**src/rtl/config_loader.sv**
```systemverilog
// Streaming configuration loader: a header word selects a target memory, a start
// address and a payload length; each payload word becomes one registered write strobe.
module config_loader #(
    parameter int DSIZE                   = 16,
    parameter int NURN_CNT_BIT_WIDTH      = 8,
    parameter int AXON_CNT_BIT_WIDTH      = 8,
    parameter int CONFIG_PARAMETER_NUMBER = 9
) (
    input  logic                                           clk_i,
    input  logic                                           rst_i,
    input  logic                                           ce_i,
    input  logic                                           cfg_valid_i,
    input  logic [DSIZE*2-1:0]                             cfg_data_i,
    output logic                                           cfg_ready_o,
    output logic [DSIZE*2-1:0]                             config_data_out_o,
    output logic [CONFIG_PARAMETER_NUMBER-1:0]             config_write_enable_o,
    output logic [NURN_CNT_BIT_WIDTH+AXON_CNT_BIT_WIDTH-1:0] config_addr_o,
    output logic                                           busy_o,
    output logic                                           done_o,
    output logic                                           err_o,
    input  logic                                           err_clr_i
);

    localparam int WW      = DSIZE * 2;
    localparam int AW      = NURN_CNT_BIT_WIDTH + AXON_CNT_BIT_WIDTH;
    localparam int SEL_W   = 4;
    localparam int LEN_W   = 8;
    localparam int CPN     = CONFIG_PARAMETER_NUMBER;
    localparam int SEL_LSB = WW - SEL_W;
    localparam int LEN_LSB = SEL_LSB - LEN_W;

    typedef enum logic [1:0] {
        ST_IDLE    = 2'd0,
        ST_DATA    = 2'd1,
        ST_DISCARD = 2'd2
    } state_t;

    state_t               r_state;
    state_t               w_state_nxt;
    logic [AW-1:0]        r_addr;
    logic [AW-1:0]        w_addr_nxt;
    logic [LEN_W-1:0]     r_cnt;
    logic [LEN_W-1:0]     w_cnt_nxt;
    logic [SEL_W-1:0]     r_sel;
    logic [SEL_W-1:0]     w_sel_nxt;
    logic [CPN-1:0]       r_we;
    logic [CPN-1:0]       w_we_nxt;
    logic [WW-1:0]        r_data_out;
    logic [WW-1:0]        w_data_out_nxt;
    logic [AW-1:0]        r_addr_out;
    logic [AW-1:0]        w_addr_out_nxt;
    logic                 r_done;
    logic                 w_done_nxt;
    logic                 r_err;
    logic                 w_err_nxt;
    logic                 w_err_set;

    logic                 w_xfer;
    logic [SEL_W-1:0]     w_hdr_sel;
    logic [LEN_W-1:0]     w_hdr_len_m1;
    logic [AW-1:0]        w_hdr_addr;
    logic                 w_hdr_sel_ok;
    logic [CPN-1:0]       w_sel_onehot;
    logic                 w_last;

    assign cfg_ready_o  = ce_i & ~rst_i;
    assign w_xfer       = cfg_valid_i & cfg_ready_o;

    assign w_hdr_sel    = cfg_data_i[SEL_LSB +: SEL_W];
    assign w_hdr_len_m1 = cfg_data_i[LEN_LSB +: LEN_W];
    assign w_hdr_addr   = cfg_data_i[AW-1:0];
    assign w_hdr_sel_ok = (32'(w_hdr_sel) < 32'(CPN));
    assign w_sel_onehot = {{(CPN-1){1'b0}}, 1'b1} << r_sel;
    assign w_last       = (r_cnt == {LEN_W{1'b0}});

    // Next-state and next-datapath values; a write is launched only on an accepted payload word.
    always_comb begin
        w_state_nxt    = r_state;
        w_addr_nxt     = r_addr;
        w_cnt_nxt      = r_cnt;
        w_sel_nxt      = r_sel;
        w_we_nxt       = {CPN{1'b0}};
        w_data_out_nxt = r_data_out;
        w_addr_out_nxt = r_addr_out;
        w_done_nxt     = 1'b0;
        w_err_set      = 1'b0;

        case (r_state)
            ST_IDLE: begin
                if (w_xfer) begin
                    w_addr_nxt = w_hdr_addr;
                    w_cnt_nxt  = w_hdr_len_m1;
                    w_sel_nxt  = w_hdr_sel;
                    if (w_hdr_sel_ok) begin
                        w_state_nxt = ST_DATA;
                    end else begin
                        w_state_nxt = ST_DISCARD;
                        w_err_set   = 1'b1;
                    end
                end else begin
                    w_state_nxt = ST_IDLE;
                end
            end
            ST_DATA: begin
                if (w_xfer) begin
                    w_we_nxt       = w_sel_onehot;
                    w_data_out_nxt = cfg_data_i;
                    w_addr_out_nxt = r_addr;
                    w_addr_nxt     = r_addr + {{(AW-1){1'b0}}, 1'b1};
                    w_cnt_nxt      = r_cnt - {{(LEN_W-1){1'b0}}, 1'b1};
                    if (w_last) begin
                        w_state_nxt = ST_IDLE;
                        w_done_nxt  = 1'b1;
                    end else begin
                        w_state_nxt = ST_DATA;
                    end
                end else begin
                    w_state_nxt = ST_DATA;
                end
            end
            ST_DISCARD: begin
                if (w_xfer) begin
                    w_cnt_nxt = r_cnt - {{(LEN_W-1){1'b0}}, 1'b1};
                    if (w_last) begin
                        w_state_nxt = ST_IDLE;
                        w_done_nxt  = 1'b1;
                    end else begin
                        w_state_nxt = ST_DISCARD;
                    end
                end else begin
                    w_state_nxt = ST_DISCARD;
                end
            end
            default: begin
                w_state_nxt = ST_IDLE;
            end
        endcase

        // A bad-selector header wins over a simultaneous clear request.
        if (w_err_set) begin
            w_err_nxt = 1'b1;
        end else if (err_clr_i) begin
            w_err_nxt = 1'b0;
        end else begin
            w_err_nxt = r_err;
        end
    end

    // FSM state register.
    always_ff @(posedge clk_i) begin
        if (rst_i) begin
            r_state <= ST_IDLE;
        end else begin
            r_state <= w_state_nxt;
        end
    end

    // Datapath, strobe and status registers; reset drops any pending strobe.
    always_ff @(posedge clk_i) begin
        if (rst_i) begin
            r_addr     <= {AW{1'b0}};
            r_cnt      <= {LEN_W{1'b0}};
            r_sel      <= {SEL_W{1'b0}};
            r_we       <= {CPN{1'b0}};
            r_data_out <= {WW{1'b0}};
            r_addr_out <= {AW{1'b0}};
            r_done     <= 1'b0;
            r_err      <= 1'b0;
        end else begin
            r_addr     <= w_addr_nxt;
            r_cnt      <= w_cnt_nxt;
            r_sel      <= w_sel_nxt;
            r_we       <= w_we_nxt;
            r_data_out <= w_data_out_nxt;
            r_addr_out <= w_addr_out_nxt;
            r_done     <= w_done_nxt;
            r_err      <= w_err_nxt;
        end
    end

    assign config_write_enable_o = r_we;
    assign config_data_out_o     = r_data_out;
    assign config_addr_o         = r_addr_out;
    assign busy_o                = (r_state != ST_IDLE);
    assign done_o                = r_done;
    assign err_o                 = r_err;

endmodule

```
**config.mk**
```make
export PLATFORM = sky130hd
export DESIGN_NAME = config_loader
export DESIGN_NICKNAME = d
export VERILOG_FILES = /design/src/rtl/config_loader.sv
export SDC_FILE = /design/constraint.sdc
export NUM_CORES = 1
export LEC_CHECK = 0
export BUFFER_PORTS_ARGS = -buffer_cell sky130_fd_sc_hd__buf_2
export CELL_PAD_IN_SITES_DETAIL_PLACEMENT = 0
export CELL_PAD_IN_SITES_GLOBAL_PLACEMENT = 1
export CORE_MARGIN = 2
export CORE_UTILIZATION = 34
export DETAILED_ROUTE_END_ITERATION = 6
export PLACE_DENSITY_LB_ADDON = 0.2
export SLEW_MARGIN = 25
export SYNTH_ARGS = -nofsm -noshare
export SYNTH_HDL_FRONTEND = slang
export SYNTH_SLANG_ARGS = --single-unit
export TNS_END_PERCENT = 50
```
**constraint.sdc**
```tcl
create_clock -name clk_i -period 1.9 [get_ports clk_i]
set_clock_uncertainty 0.2 [all_clocks]
set_input_delay 0.285 -clock clk_i [delete_from_list [all_inputs] [get_ports clk_i]]
set_output_delay 0.285 -clock clk_i [all_outputs]
set_load 0.01 [all_outputs]
```
==> summary.md <==
| Metric | Value |
|---|---|
| Outcome | complete, no violations |
| Max-slew violations | 0 |
| Syn nets | 522 |
| Worst rel slew slack | 0.655 |
| Starting Density | 0.350 |
| Drt total wl | 11,100 µm |
| Detailed placer's ending HPWL | 7870 µm |
| Sequential share of the synthesized area | 0.467 |
| Via count | 3,886 |
| Clk pin slew, worst setup/hold paths | 90 ps |
| Fmax | 529 MHz |
| Final setup viols | 0 |
| Top Layer Used | met4 |
| Initial DRC count | 141 |
| Nets | 670 |
| WP data arrival | 1930 ps |
| WL met2 | 5530 µm |
| Total clock sinks | 89 |
| Syn Inst Count | 478 |
| Met3 wire len | 539 µm |
| CP Buf/Inv Count | 0 |
| Worst-Margin Slew | 517 ps |
| Site row count | 38 |
| Io pins | 98 |
| Synth unique cells | 45 |
| Crit path launch type | flip-flop |
| FF-to-FF path depth | 4 |
| Grt total ovfl | 0 |
| Die area | 12,100 µm² |
| Final setup margin | 9.03 ps |
| Yosys warning total | 0 |
| Final hold slack | 209 ps |
| DR WL/cell | 14.4 µm |
| Die Y | 110 µm |
| Root buffer cell | clkbuf_8 |
| First-pass GRT wire length | 17,700 µm |
| Area Overhead vs Synth | 37.8% |
| PwrDens | 726 nW/µm² |
| Final Wtd Congestion | 0.852 |
| R2r setup slk | 9 ps |
| Total GRT Usage | 0.188 |
| Reported leakage power | 2.12 nW |
| Setup crit end kind | flip-flop |
| Largest net degree at the start of global routing | 48 |
| Cell area after synthesis | 3810 µm² |
| Slowest stage delay, CP | 550 ps |
| Die W | 110 µm |
| Setup CP Type | reg2reg |
| RSZ-0062 raised after global routing | true |
| Via density | 5.04 |
| Post-synth EDFFs | 0 |
| CTS buffer count | 9 |
| Seq cells post-synth | 89 |
| Worst-path fanout max | 3 |
| Type of the worst min-delay path | in2reg |
| Tot Pwr | 3.81 mW |
| Reg2reg start | r_cnt[3] |
| Ant diodes | 0 |
| Max IR drop VDD | 0.371 mV |
| Core area | 10,900 µm² |
| Hold Startpoint | cfg_valid_i |
| Layout cells sized above 1 | 0.271 |
| Htree depth | 3 |
| Drt first pass iters | 5 |
| Antenna viol nets, final | 0 |
| Critical path's slowest cell | or4_4 |
| Fin crit period | 1890 ps |
| Post-Route M1 WL | 4870 µm |
| Post-Place Setup Slack | -1.66 ps |
| CP cell instances | or4_4, or4_4, a22oi_2, nor3_1 |
| Stages on worst setup path | 4 |
| Maximum clock insertion buffer count | 2 |
| Cell mode on critical path | or4_4 |
| Critical path origin | r_cnt[3] |
| Average size of a mapped cell | 7.97 µm² |
| CTS tree | done |
| Hold Fails Final Rpt | 0 |
| Asr flop ratio synth | 0 |
| Initial antenna violation count | 0 |
| Vias in the first global route | 3,714 |
| Max_cap viols | 0 |
| Cell family with most CP delay | simple AND/OR/NAND/NOR gates |
| Hold depth | 4 |
| Worst-skew pair later-pin latency | 360 ps |
| Required @ worst endpoint | 1940 ps |
| # DRC | 0 |
| Final period utilization | 0.995 |
| Most used DFF post-synth | dfxtp_1 |
| IO buf count | 97 |
## worst reg2reg max path, stage by stage (launching register included)
cell	delay [ps]
dfxtp_1	320
or4_4	550
or4_4	450
a22oi_2	190
nor3_1	60
## cells by family (layout without fill, tap and decap cells)
family | count (synthesis) | after routing | synth area share
adder cells (fa/ha/maj) | 7 | 7 | 0.0230
AO/OA/AOI/OAI | 119 | 119 | 0.178
XOR/XNOR | 1 | 1 | 0.00230
buffers and inverters | 42 | 195 | 0.0443
AND/OR/NAND/NOR | 213 | 213 | 0.266
flip-flops | 89 | 89 | 0.467
multiplexers | 7 | 7 | 0.0184
## cells in the final DEF, fill, tap and decap left out, types with 6 or more instances in the layout
cell,synthesis,final
clkbuf_8,0,9
nand3_1,9,9
dfxtp_1,89,86
nor2b_1,7,7
buf_2,9,98
a31oi_1,6,6
inv_1,11,10
nor2_1,21,21
dlygate4sd3_1,0,33
nand2b_1,8,8
mux2i_1,7,7
nor4_1,8,7
a211oi_1,6,6
nor3_1,14,13
o21ai_0,16,14
a21oi_1,72,72
buf_4,0,37
nand2_1,115,114
## synthesized netlist by cell type (2+ instances only)
cell type,number,share of area
and4b_1,2,0.0053
ha_1,7,0.023
o21ai_0,16,0.021
a21oi_1,72,0.095
or4_4,2,0.0059
nor3b_1,3,0.0059
a31oi_1,6,0.0099
o22ai_1,2,0.0033
nand2_1,115,0.11
and3b_1,2,0.0046
o31a_1,2,0.0046
nor2b_1,7,0.011
nor4_1,8,0.013
mux2i_1,7,0.018
buf_2,9,0.012
nand3_1,9,0.012
nor4b_1,2,0.0046
o32ai_1,4,0.0092
or3_1,3,0.0049
nand2b_1,8,0.013
nor3_1,14,0.018
dfxtp_1,89,0.47
nand3b_1,3,0.0059
and2_1,2,0.0033
inv_1,11,0.011
nor2_1,21,0.021
a211oi_1,6,0.012
clkbuf_1,22,0.022
o31ai_1,2,0.0039
nand4_1,4,0.0066
and4_1,3,0.0069
nand4b_1,2,0.0046
## area by class of cell
class	instances	area (µm²)
timing repair buffer	168	1100
fill	1108	5640
tap	140	175
inverter	11	41.3
multi-input combinational	347	1930
sequential	89	1790
clock inverter	7	103
clock buffer	9	124
## sequential cells by signal, indices dropped and copies added, names as in the netlist, 2 cells and up
register and flops:
r_sel 4, config_addr_o 16, config_data_out_o 32, config_write_enable_o 9, r_state 2, r_cnt 8, r_addr 16
## per-stage QoR
stage	cells	util	area, µm²	setup TNS (ps)
floorplan	478	-	3830	0
global placement	720	0.426	4640	0
detailed placement	720	0.426	4640	-1.66
CTS	769	0.478	5200	0
global route	771	0.482	5250	-122
finish	771	0.482	5250	0
## where the power goes
group	switching (mW)	total, mW	leakage [nW]	internal [mW]
clock	0.723	1.48	0.110	0.755
sequential	0.0387	1.94	0.721	1.90
combinational	0.200	0.398	1.29	0.198
## path summary, 6_finish.rpt
check	to
worst max-delay path	r_state[0]
worst min-delay path	done_o
worst max register to register	r_state[0]
worst min register to register	config_addr_o[15]
## layer usage
layer,track usage,up-vias
met4,0.0624,0
met5,0,-
li1,-,1959
met2,0.323,101
met1,0.232,1815
met3,0.0421,11
## repair_timing
item	in CTS	in global routing
hold buffers	33	0
gates cloned	0	1
hold endpoints to repair	35	0
gates resized for setup	2	12
buffers inserted	0	1
setup endpoints to repair	2	16
pin swaps	0	2
Note: power is estimated with default switching activity, not from simulation.
